===== src/rtl/alu_seq_ctrl_if.sv =====
// Bus bundle between the ALU sequencer and its environment: opcode input,
// step button, ALU completion flag, and the registered control outputs.
interface alu_seq_ctrl_if #(
  parameter int DATA_W  = 4,
  parameter int NUM_OPS = 5
) ();
  logic [DATA_W-1:0]  Datain;
  logic               readNext;
  logic               op_done;
  logic               ldA;
  logic               ldB;
  logic [NUM_OPS-1:0] op_en;
  logic               busy;
  logic               done;
  logic               err;

  // environment side: drives opcode/button/completion, observes controls
  modport master (
    output Datain, readNext, op_done,
    input  ldA, ldB, op_en, busy, done, err
  );

  // sequencer side
  modport slave (
    input  Datain, readNext, op_done,
    output ldA, ldB, op_en, busy, done, err
  );
endinterface


===== src/rtl/alu_seq_ctrl.sv =====
// Button-stepped ALU sequencer: load A, load B, fetch opcode, decode,
// then run one operation until op_done or timeout. All outputs registered.
module alu_seq_ctrl #(
  parameter int DATA_W     = 4,
  parameter int NUM_OPS    = 5,
  parameter int OP_TIMEOUT = 15
) (
  input  logic          clk,
  input  logic          reset,
  alu_seq_ctrl_if.slave bus
);

  typedef enum logic [2:0] {WAIT_A, WAIT_B, WAIT_OP, DECODE, EXEC} state_e;

  localparam logic [7:0]        TMO    = 8'(OP_TIMEOUT);
  localparam logic [DATA_W-1:0] MAX_OP = DATA_W'(NUM_OPS);

  state_e              state_q, state_d;
  logic                s1_q, s2_q, s3_q, s1_d, s2_d, s3_d;
  logic                step;
  logic [DATA_W-1:0]   opcode_q, opcode_d;
  logic [7:0]          cnt_q, cnt_d;
  logic                lda_q, lda_d, ldb_q, ldb_d;
  logic [NUM_OPS-1:0]  op_en_q, op_en_d, dec_onehot;
  logic                busy_q, busy_d, done_q, done_d, err_q, err_d;
  logic                op_legal;

  // button synchronizer plus history flop; a step is the rising edge of s2
  always_comb begin
    s1_d = bus.readNext;
    s2_d = s1_q;
    s3_d = s2_q;
  end

  assign step = s2_q & ~s3_q;

  // opcode k+1 selects enable bit k; 0 and anything above NUM_OPS are illegal
  always_comb begin
    op_legal = (opcode_q != '0) && (opcode_q <= MAX_OP);
    dec_onehot = '0;
    for (int k = 0; k < NUM_OPS; k++) dec_onehot[k] = (opcode_q == DATA_W'(k + 1));
  end

  // next-state and registered-output computation
  always_comb begin
    state_d  = state_q;
    opcode_d = opcode_q;
    cnt_d    = cnt_q;
    lda_d    = 1'b0;
    ldb_d    = 1'b0;
    op_en_d  = op_en_q;
    done_d   = 1'b0;
    err_d    = err_q;
    case (state_q)
      WAIT_A: if (step) begin
        lda_d   = 1'b1;
        err_d   = 1'b0;
        state_d = WAIT_B;
      end
      WAIT_B: if (step) begin
        ldb_d   = 1'b1;
        state_d = WAIT_OP;
      end
      WAIT_OP: if (step) begin
        opcode_d = bus.Datain;
        state_d  = DECODE;
      end
      DECODE: begin
        if (op_legal) begin
          op_en_d = dec_onehot;
          cnt_d   = 8'd1;
          state_d = EXEC;
        end else begin
          err_d   = 1'b1;
          state_d = WAIT_A;
        end
      end
      EXEC: begin
        // completion takes priority over a coincident timeout
        if (bus.op_done) begin
          op_en_d = '0;
          done_d  = 1'b1;
          cnt_d   = '0;
          state_d = WAIT_A;
        end else if (cnt_q == TMO) begin
          op_en_d = '0;
          err_d   = 1'b1;
          cnt_d   = '0;
          state_d = WAIT_A;
        end else begin
          cnt_d = cnt_q + 8'd1;
        end
      end
      default: begin
        op_en_d = '0;
        state_d = WAIT_A;
      end
    endcase
    busy_d = (state_d == DECODE) || (state_d == EXEC);
  end

  // state and output registers; synchronizer resets high so a held button
  // across reset release does not produce a step
  always_ff @(posedge clk) begin
    if (!reset) begin
      state_q  <= WAIT_A;
      s1_q     <= 1'b1;
      s2_q     <= 1'b1;
      s3_q     <= 1'b1;
      opcode_q <= '0;
      cnt_q    <= '0;
      lda_q    <= 1'b0;
      ldb_q    <= 1'b0;
      op_en_q  <= '0;
      busy_q   <= 1'b0;
      done_q   <= 1'b0;
      err_q    <= 1'b0;
    end else begin
      state_q  <= state_d;
      s1_q     <= s1_d;
      s2_q     <= s2_d;
      s3_q     <= s3_d;
      opcode_q <= opcode_d;
      cnt_q    <= cnt_d;
      lda_q    <= lda_d;
      ldb_q    <= ldb_d;
      op_en_q  <= op_en_d;
      busy_q   <= busy_d;
      done_q   <= done_d;
      err_q    <= err_d;
    end
  end

  assign bus.ldA   = lda_q;
  assign bus.ldB   = ldb_q;
  assign bus.op_en = op_en_q;
  assign bus.busy  = busy_q;
  assign bus.done  = done_q;
  assign bus.err   = err_q;

endmodule


===== src/flat_wrapper.sv =====
// flat-port wrapper written by rule: the top's interface ports become plain ports
module alu_seq_ctrl_flat 
#(
  parameter int DATA_W     = 4,
  parameter int NUM_OPS    = 5,
  parameter int OP_TIMEOUT = 15
)
  (clk, reset, bus_Datain, bus_readNext, bus_op_done, bus_ldA, bus_ldB, bus_op_en, bus_busy, bus_done, bus_err);
  alu_seq_ctrl_if #(.DATA_W(DATA_W), .NUM_OPS(NUM_OPS)) bus_i ();
  input  logic clk;
  input  logic reset;
  input wire logic [$bits(bus_i.Datain)-1:0] bus_Datain;
  input wire logic [$bits(bus_i.readNext)-1:0] bus_readNext;
  input wire logic [$bits(bus_i.op_done)-1:0] bus_op_done;
  output wire logic [$bits(bus_i.ldA)-1:0] bus_ldA;
  output wire logic [$bits(bus_i.ldB)-1:0] bus_ldB;
  output wire logic [$bits(bus_i.op_en)-1:0] bus_op_en;
  output wire logic [$bits(bus_i.busy)-1:0] bus_busy;
  output wire logic [$bits(bus_i.done)-1:0] bus_done;
  output wire logic [$bits(bus_i.err)-1:0] bus_err;
  assign bus_i.Datain = bus_Datain;
  assign bus_i.readNext = bus_readNext;
  assign bus_i.op_done = bus_op_done;
  assign bus_ldA = bus_i.ldA;
  assign bus_ldB = bus_i.ldB;
  assign bus_op_en = bus_i.op_en;
  assign bus_busy = bus_i.busy;
  assign bus_done = bus_i.done;
  assign bus_err = bus_i.err;
  alu_seq_ctrl #(.DATA_W(DATA_W), .NUM_OPS(NUM_OPS), .OP_TIMEOUT(OP_TIMEOUT)) u_core (.clk(clk), .reset(reset), .bus(bus_i));
endmodule

===== config.mk =====
export PLATFORM = sky130hd
export DESIGN_NAME = alu_seq_ctrl_flat
export DESIGN_NICKNAME = d
export VERILOG_FILES = /design/src/rtl/alu_seq_ctrl_if.sv /design/src/rtl/alu_seq_ctrl.sv /design/src/flat_wrapper.sv
export SDC_FILE = /design/constraint.sdc
export NUM_CORES = 1
export LEC_CHECK = 0
export BUFFER_PORTS_ARGS = -buffer_cell sky130_fd_sc_hd__buf_2
export CAP_MARGIN = 20
export CORE_MARGIN = 5
export CORE_UTILIZATION = 58
export CTS_CLUSTER_SIZE = 8
export DETAILED_ROUTE_END_ITERATION = 16
export GPL_TIMING_DRIVEN = 0
export PLACE_DENSITY = 0.9
export SYNTH_ARGS = -nofsm -noshare
export SYNTH_HDL_FRONTEND = slang
export SYNTH_SLANG_ARGS = --single-unit

===== constraint.sdc =====
create_clock -name clk -period 3.12 [get_ports clk]
set_input_delay 0.156 -clock clk [delete_from_list [all_inputs] [get_ports clk]]
set_output_delay 0.156 -clock clk [all_outputs]
set_load 0.01 [all_outputs]

# Yosys cells after proc, flatten, opt, wreduce, memory -nomap -nowiden
# Cells that the tools add are included.
[op_classes]
n_mux = 22
n_div = 0
n_reduce_logical = 14
multipliers = 0
n_lt_le_gt_ge = 1
n_addsub = 1
n_eq_ne = 18
bitwise_logic = 3
shifts = 0
[ops]
columns = ["cell", "count"]
rows = [
  ["8-bit 2-to-1 mux", 3],
  ["3-bit 2-to-1 mux", 6],
  ["8-bit case mux with 2 select lines", 1],
  ["5-bit 2-to-1 mux", 3],
  ["3-bit case mux with 5 select lines", 1],
  ["5-bit case mux with 3 select lines", 1],
  ["2-bit AND reduction", 5],
  ["3-bit by 2-bit == test with 1-bit output, second input constant", 3],
  ["8-bit by 1-bit adder with 8-bit output, second input constant", 1],
  ["4-bit by 2-bit == test with 1-bit output, second input constant", 2],
  ["4-bit by 3-bit == test with 1-bit output, second input constant", 2],
  ["8-bit by 4-bit == test with 1-bit output, second input constant", 1],
  ["3-bit == test, second input constant", 2],
  ["1-bit 2-to-1 mux", 6],
  ["2-bit by 1-bit inequality test with 1-bit output, second input constant", 3],
  ["5-bit AND reduction", 1],
  ["4-bit by 1-bit == test with 1-bit output, second input constant", 1],
  ["4-bit by 3-bit less-or-equal comparator with 1-bit output, second input constant", 1],
  ["2-bit inequality test, second input constant", 2],
  ["4-bit nonzero test", 1],
  ["3-bit by 1-bit == test with 1-bit output, second input constant", 1],
  ["3-bit logical NOT", 1],
  ["3-bit by 2-bit inequality test with 1-bit output, second input constant", 1],
  ["1-bit case mux with 3 select lines", 1],
  ["8 further kinds", 9],
]
[word_totals]
in_bits = 8
rom_bits = 0
ramBits = 0
n_memories = 0
latch_bits = 0
regBits = 28

# Logic depth before layout (Yosys ltp)
# Gate-level depths: netlist (run 1).
[logic_depth]
ltp_word = 6
ltp_mapped = 6

# Worst setup path before layout (run 1)
# OpenSTA, ideal clock, no wires.
[synth_timing]
path_type = "register to register"
start = "reg u_core.state_q[0]"
end = "reg u_core.cnt_q[6]"
t_required_ns = 3.049
stages_incl_launch_ff = 6
slack_ns = 1.492
t_arrival_ns = 1.557
n_path_buf = 1
synth_period_minus_slack_ns = 1.628
cell_sequence = "dfxtp_1 -> buf_6 -> or3b_4 -> o31a_1 -> or4_1 -> a21oi_1"
[synth_via]
elab_chain_cells = 3
elab_cells_between_ends = 6
cone_classes = "eq/ne: 3; mux: 1; reduce/logical: 2"
[synth_lines]
columns = ["element", "line_no", "text"]
rows = [
  ["start, declared", "alu_seq_ctrl.sv:18", "state_e state_q, state_d;"],
  ["start signal, assigned", "alu_seq_ctrl.sv:119", "state_q <= state_d;"],
  ["3-bit by 2-bit == test with 1-bit output or 3-bit == test (tied branches)", "alu_seq_ctrl.sv:54", "case (state_q)"],
  ["2-bit by 1-bit inequality test with 1-bit output (no line) or 2-bit nonzero test (tied branches)", "n/a", ""],
  ["2-bit AND reduction (no line)", "n/a", ""],
  ["end signal, assigned", "alu_seq_ctrl.sv:124", "cnt_q <= cnt_d;"],
  ["end, declared", "alu_seq_ctrl.sv:22", "logic [7:0] cnt_q, cnt_d;"],
]
# Parallel ways exist; a longest one is shown, timed or not.
# A chain may end at the register's enable or synchronous reset.

# Final worst setup path (run 1)
[layout_timing]
start = "reg u_core.state_q[0]"
end = "reg u_core.opcode_q[3]"
[layout_via]
elab_chain_cells = 2
[layout_lines]
columns = ["element", "line_no", "text"]
rows = [
  ["3-bit by 2-bit == test with 1-bit output", "alu_seq_ctrl.sv:54", ""],
  ["2-bit AND reduction (no line)", "n/a", ""],
  ["end signal, assigned", "alu_seq_ctrl.sv:123", "opcode_q <= opcode_d;"],
  ["end, declared", "alu_seq_ctrl.sv:21", "logic [DATA_W-1:0] opcode_q, opcode_d;"],
]
# Every way passes these cells.

==> results of run 1 <==
[cells in the mapped netlist (5+ instances only)]
library cell / instances / share of area
sky130_fd_sc_hd__dfxtp_1: 28 / 0.46
sky130_fd_sc_hd__nor3_1: 5 / 0.021
sky130_fd_sc_hd__nor2_1: 11 / 0.034
sky130_fd_sc_hd__nand2_1: 13 / 0.040
sky130_fd_sc_hd__nand2b_1: 5 / 0.026
sky130_fd_sc_hd__o21ai_0: 9 / 0.037
sky130_fd_sc_hd__nand3_1: 7 / 0.029
sky130_fd_sc_hd__a21boi_0: 9 / 0.056
sky130_fd_sc_hd__a21oi_1: 11 / 0.045
[area by class of cell]
class                           instances  area [sq um]
Timing Repair Buffer                   17          90.1
Tap cell                               27          33.8
Inverter                                2          7.51
Fill cell                             156           622
Buffer                                  5          35.0
Clock buffer                            3          22.5
Sequential cell                        28           561
Multi-Input combinational cell        104           611
[state kept, by name (all words and copies together) (netlist names)]
name              flops
u_core.bus.done       1
u_core.opcode_q       4
u_core.state_q        3
u_core.bus.op_en      5
u_core.cnt_q          8
u_core.s3_q           1
u_core.bus.err        1
u_core.s1_q           1
u_core.s2_q           1
u_core.bus.ldA        1
u_core.bus.busy       1
u_core.bus.ldB        1
[power by group]
| part | switching (mW) | internal, mW | leakage (nW) |
|---|---|---|---|
| clock network | 0.105 | 0.0456 | 0.0138 |
| registers | 0.000832 | 0.360 | 0.226 |
| logic | 0.0113 | 0.00979 | 0.263 |
[worst max path at each step]
stage / from / to / slack (ns) / cells after the start
final: u_core.state_q[0]$_SDFF_PN0_ / u_core.opcode_q[3]$_SDFFE_PN0P_ / 1.22 / 5
after global routing: u_core.state_q[0]$_SDFF_PN0_ / u_core.opcode_q[3]$_SDFFE_PN0P_ / 0.99 / 5
after CTS: u_core.state_q[0]$_SDFF_PN0_ / u_core.opcode_q[3]$_SDFFE_PN0P_ / 1.23 / 5
after detailed placement: u_core.state_q[0]$_SDFF_PN0_ / u_core.cnt_q[7]$_SDFFE_PN0P_ / 1.28 / 5
after global placement: u_core.state_q[0]$_SDFF_PN0_ / u_core.opcode_q[1]$_SDFFE_PN0P_ / 1.36 / 5
after floorplan: u_core.state_q[0]$_SDFF_PN0_ / u_core.cnt_q[6]$_SDFFE_PN0P_ / 1.49 / 5
[kinds of logic after synthesis]
| logic type | after synthesis | synth area share |
|---|---|---|
| and+or+nand+nor | 61 | 0.269 |
| AOI/OAI and AO/OA | 41 | 0.215 |
| DFF | 28 | 0.462 |
| buffers and inverters | 7 | 0.0351 |
| muxes | 1 | 0.00825 |
| adders and majority gates | 1 | 0.0103 |
[metal layers]
metal	track usage	vias up	part of all wire
met2	0.306	26	0.51
met3	0.0371	8	0.051
met5	0	-	0
met4	0.101	0	0.024
li1	-	549	-
met1	0.217	501	0.42
[worst register-to-register path, delay by kind of cell, from the launching register on]
family                 cells  cell delay [ns]
AND/OR/NAND/NOR            3             1.21
flip-flops                 1             0.34
buffers and inverters      1             0.13
AO/OA/AOI/OAI              1             0.11
[metrics by stage]
stage	total power, mW	utilization	hold WS, ns	setup WS (ns)
detailed placement	0.389	0.670	0.345	1.28
global route	0.554	0.686	0.0570	0.987
CTS	0.534	0.686	0.0512	1.23
finish	0.532	0.686	0.0568	1.22
global placement	0.388	0.670	0.339	1.36
floorplan	0.381	-	0.257	1.49
[what timing repair did]
| item | in CTS | in global routing |
|---|---|---|
| endpoints found under the hold margin | 1 | 0 |
| resized for setup | 0 | 0 |
| hold buffers | 1 | 0 |
==> flow_metrics.tcl, run 1 <==
set metrics [dict create \
    run_status "finished clean" \
    cts_tree "done" \
    core_area_sq_um 1980 \
    grt_util_all_layers 0.183 \
    period_share 0.609 \
    worst_skew_pair.late_latency_ns 0.34 \
    max_freq_mhz 527 \
    async_reset_ff_frac 0 \
    post_route_cells_drive_above_1_share 0.151 \
    syn_warnings 0 \
    path_buf_inv 1 \
    tritoncts_num_sinks 28 \
    dominantRegCellSynth "sky130_fd_sc_hd__dfxtp_1" \
    worstSetupStartpointType "register" \
    seq_area_frac_synth 0.462 \
    critPathRequiredTime_ns 3.35 \
    avgRoutedWirePerCell_microns 14.0 \
    cp_slowest_cell "sky130_fd_sc_hd__nor4b_1" \
    max_slew_violation_total_from_the_final_report 0 \
    drcViolationCount 0 \
    critical_path_peak_fanout 9 \
    floorplan.die.width_microns 55.7 \
    drt-pass1-iter-count 5 \
    irDropWorstVdd_uv 305 \
    worstHoldStart "bus_op_done" \
    worst_path_largest_cell_delay_ns 0.84 \
    synth_fp_nets 148 \
    clk_pin_slew_ns 0.14 \
    detailed_place_hpwl_microns 1860 \
    synth.cell_area_sq_um 1210 \
    power_density_nw_per_um2 391 \
    avgViaCountPerCell 5.83 \
    gr-total-overflow 0 \
    synthToLayoutAreaGrowth_pct 12.1 \
    layout_common_cells "sky130_fd_sc_hd__dfxtp_1, sky130_fd_sc_hd__buf_2, sky130_fd_sc_hd__nand2_1, sky130_fd_sc_hd__a21oi_1, sky130_fd_sc_hd__nor2_1" \
    post_synth_num_cell_types 36 \
    path_delay_family "simple AND/OR/NAND/NOR gates" \
    timing.slew.headroom 0.347 \
    grt_max_degree 15 \
    cts_max_level 1 \
    number_of_antenna_violations_at_the_first_check_in_global_routing 0 \
    cts_post_setup_buffers_inserted 0 \
    post_synth_inst_count 139 \
    final_hold_violation_count 0 \
    cts-buffers-inserted 3 \
    timing.reg2reg.worst_path_depth 5 \
    clockRootBuffer "sky130_fd_sc_hd__clkbuf_4" \
    setup.worst_path.class "reg -> reg" \
    layout.cells.most_common "sky130_fd_sc_hd__dfxtp_1" \
    r2r_end "u_core.opcode_q[3]$_SDFFE_PN0P_" \
    die_height_microns 55.7 \
    count_of_buffers_from_port_buffering 16 \
    via_count_of_the_first_global_routing_pass 1037 \
    cell_by_cell_listing_of_the_critical_path "buf_6 -> nor4b_1 -> nand2_1 -> nand2_1 -> a21boi_0" \
    detail-route-antenna-nets 0 \
    placedInstanceArea_sq_um 1330 \
    drt_iter0_drc 34 \
    cp_data_arrival_time_ns 2.13 \
    crit_path_frequent_cell "sky130_fd_sc_hd__nand2_1" \
    fin_area_sq_um 1360 \
    dpl.cell_count 182 \
    rows 16 \
    synth_seq_cells 28 \
    fin_worst_skew_ns 0.00855 \
    finalWorstPathRequiredPeriod_ns 1.90 \
    post_synth.cell_area_avg_sq_um 8.73 \
    timing.hold.worst_path_depth 3 \
    p_leak_nw 0.503 \
    cap_viol_max_count 0 \
    vias 1084 \
    place_congestion 0.789 \
    rsz0062_at_grt "no" \
    post_layout_nonfiller_instances 186 \
    worstMarginPinSlew_ns 0.966 \
    totalNegativeSetupSlack_ns 0 \
    r2r-start "u_core.state_q[0]$_SDFF_PN0_" \
    holdCritPathClass "in -> reg" \
    regToRegSetupSlack_ns 1.22 \
    first_pass_grt_wire_length_microns 4550 \
    clock_path_buffers 2 \
    detail_route.wirelength_microns 2600 \
    io-pin-count 18 \
    diodes 0 \
    floorplan.initialDensity 0.612 \
    synth-edff-count 0 \
    report.final.setup_viol 0 \
    nets 170 \
    overall_die_area_sq_um 3110 \
    min_to "u_core.bus.done$_SDFF_PN0_" \
    worst_setup_path_end_kind "register" \
]
(Power assumes the default switching activity.)
==> inputs of run 2 (changes only) <==
--- a/config.mk
+++ b/config.mk
@@ -8,11 +8,11 @@
 export BUFFER_PORTS_ARGS = -buffer_cell sky130_fd_sc_hd__buf_2
 export CAP_MARGIN = 20
 export CORE_MARGIN = 5
-export CORE_UTILIZATION = 58
+export CORE_UTILIZATION = 54
 export CTS_CLUSTER_SIZE = 8
 export DETAILED_ROUTE_END_ITERATION = 16
 export GPL_TIMING_DRIVEN = 0
-export PLACE_DENSITY = 0.9
+export PLACE_DENSITY = 0.85
 export SYNTH_ARGS = -nofsm -noshare
 export SYNTH_HDL_FRONTEND = slang
 export SYNTH_SLANG_ARGS = --single-unit
==> constraint.sdc (replaced) <==
create_clock -name clk -period 1.8 [get_ports clk]
set_input_delay 0.09 -clock clk [delete_from_list [all_inputs] [get_ports clk]]
set_output_delay 0.09 -clock clk [all_outputs]
set_load 0.01 [all_outputs]
==> run 2 against run 1 <==
Net effect: first-iteration DRC count rose by 21%; total power is 83% higher; core utilization fell by 1.4 points; clock skew grew 0.00089 ns; flip-flop and latch count unchanged; maximum frequency rose by 8.5%; largest cell class unchanged.
==> flow_metrics.tcl, run 2 (synthesized netlist as in run 1, its figures left out) <==
set metrics [dict create \
    run_status "finished clean" \
    period_share 0.972 \
    power.switching_mw 0.208 \
    diodes 0 \
    cap_viol_max_count 0 \
    detail-route-antenna-nets 0 \
    power_density_nw_per_um2 669 \
    drcViolationCount 0 \
    p_leak_nw 0.543 \
    grt_util_all_layers 0.156 \
    setup.worst_path.class "reg -> reg" \
    io-pin-count 18 \
    floorplan.initialDensity 0.559 \
    final_hold_violation_count 0 \
    floorplan.die.width_microns 57.4 \
    worstMarginPinSlew_ns 0.662 \
    worstSetupStartpointType "register" \
    fill_count 170 \
    largest_register_ffs 8 \
    totalNegativeSetupSlack_ns 0 \
    fin_ws_ns 0.0497 \
    number_of_antenna_violations_at_the_first_check_in_global_routing 0 \
    cts-buffers-inserted 3 \
    drt_iter0_drc 41 \
    cts_max_level 1 \
    seqPwrFrac 0.641 \
    largest-register "u_core.cnt_q" \
    layout_common_cells "sky130_fd_sc_hd__dfxtp_1, sky130_fd_sc_hd__buf_2, sky130_fd_sc_hd__nand2_1, sky130_fd_sc_hd__nor2_1, sky130_fd_sc_hd__a21oi_1" \
    clock_network_fraction_of_total_power 0.316 \
    drt-pass1-iter-count 4 \
    internal_power_mw 0.768 \
    first_pass_grt_wire_length_microns 4200 \
    avgRoutedWirePerCell_microns 14.5 \
    fin_worst_skew_ns 0.00944 \
    p_sw_frac 0.213 \
    layout.cells.most_common "sky130_fd_sc_hd__dfxtp_1" \
    irDropWorstVdd_uv 442 \
    avgViaCountPerCell 5.98 \
    clk_pin_slew_ns 0.15 \
    die_height_microns 57.4 \
    p_comb_frac 0.043 \
    detailed_place_hpwl_microns 1930 \
    worst_setup_path_end_kind "register" \
    timing.reg2reg.worst_path_depth 6 \
    post-place-ws_ns -0.0311 \
    rows 17 \
    overall_die_area_sq_um 3300 \
    cts_tree "done" \
    critical_path_peak_fanout 9 \
    post_route_cells_drive_above_1_share 0.223 \
    nets 176 \
    max_slew_violation_total_from_the_final_report 0 \
    max_freq_mhz 571 \
    count_of_buffers_from_port_buffering 16 \
    cp_data_arrival_time_ns 2.01 \
    timing.slew.headroom 0.555 \
    tritoncts_num_sinks 28 \
    timing.hold.worst_path_depth 3 \
    place_congestion 0.794 \
    grt_max_degree 16 \
    detail_route.wirelength_microns 2800 \
    clockRootBuffer "sky130_fd_sc_hd__clkbuf_4" \
    finalWorstPathRequiredPeriod_ns 1.75 \
    holdCritPathClass "in -> reg" \
    placedInstanceArea_sq_um 1330 \
    vias 1161 \
    clock_path_buffers 2 \
    worst_skew_pair.late_latency_ns 0.33 \
    via_count_of_the_first_global_routing_pass 990 \
    report.final.setup_viol 0 \
    gr-total-overflow 0 \
    fin_area_sq_um 1460 \
    critPathRequiredTime_ns 2.06 \
    core_area_sq_um 2170 \
    synthToLayoutAreaGrowth_pct 20.2 \
]
run 2: final timing paths:
kind,startpoint,slack [ns],to
setup reg to reg,u_core.state_q[0]$_SDFF_PN0_,0.05,u_core.cnt_q[4]$_SDFFE_PN0P_
hold reg to reg,u_core.s1_q$_SDFF_PN1_,0.44,u_core.s2_q$_SDFF_PN1_
hold / removal,bus_Datain[2],0.007,u_core.opcode_q[2]$_SDFFE_PN0P_
setup / recovery,u_core.state_q[0]$_SDFF_PN0_,0.05,u_core.cnt_q[4]$_SDFFE_PN0P_
run 2: power groups by stage:
stage | Clock [mW] | Combinational, mW | Sequential [mW]
floorplan | 0 | 0.0219 | 0.639
global route | 0.347 | 0.0464 | 0.627
CTS | 0.310 | 0.0386 | 0.626
detailed placement | 0 | 0.0348 | 0.639
finish | 0.308 | 0.0421 | 0.626
global placement | 0 | 0.0336 | 0.639
run 2: metal layers:
metal  global-route usage  up-vias  wire [microns]
met2                0.268       50            1400
met4               0.0563        0              43
li1                     -      563               -
met3               0.0226        6             188
met5                    0        -               0
met1                0.198      542            1170
run 2: per-stage QoR:
step,power (mW),hold WS (ns),cells,utilization
floorplan,0.661,0.191,139,-
global placement,0.672,0.273,183,0.612
detailed placement,0.674,0.278,183,0.612
CTS,0.974,0.00346,189,0.648
global route,1.02,0.00160,194,0.672
finish,0.976,0.00678,194,0.672
run 2: area by class of cell:
class / count / area [sq um] / share of cell area
clock buffers: 4 / 36.3 / 0.0249
repair buffers: 22 / 130 / 0.0892
multi-input cells: 105 / 651 / 0.446
flip-flops and latches: 28 / 564 / 0.387
plain buffers: 5 / 35.0 / 0.0240
well taps: 28 / 35.0 / 0.0240
inverters: 2 / 7.51 / 0.00515
run 2: what timing repair did:
action / 4_1_cts / 5_1_grt
hold endpoints to repair: 2 / 1
hold buffers: 2 / 1
setup buffers: 0 / 2
resized for setup: 3 / 6
cloned: 0 / 2
endpoints found under the setup margin: 6 / 6
pin swaps: 0 / 7
run 2: critical path, stage by stage, from the launching register on:
cell and delay, ns:
sky130_fd_sc_hd__dfxtp_2 0.35, sky130_fd_sc_hd__buf_6 0.13, sky130_fd_sc_hd__or3b_4 0.39, sky130_fd_sc_hd__o31a_1 0.18, sky130_fd_sc_hd__buf_6 0.16, sky130_fd_sc_hd__or3_1 0.34
sky130_fd_sc_hd__a21oi_1 0.14
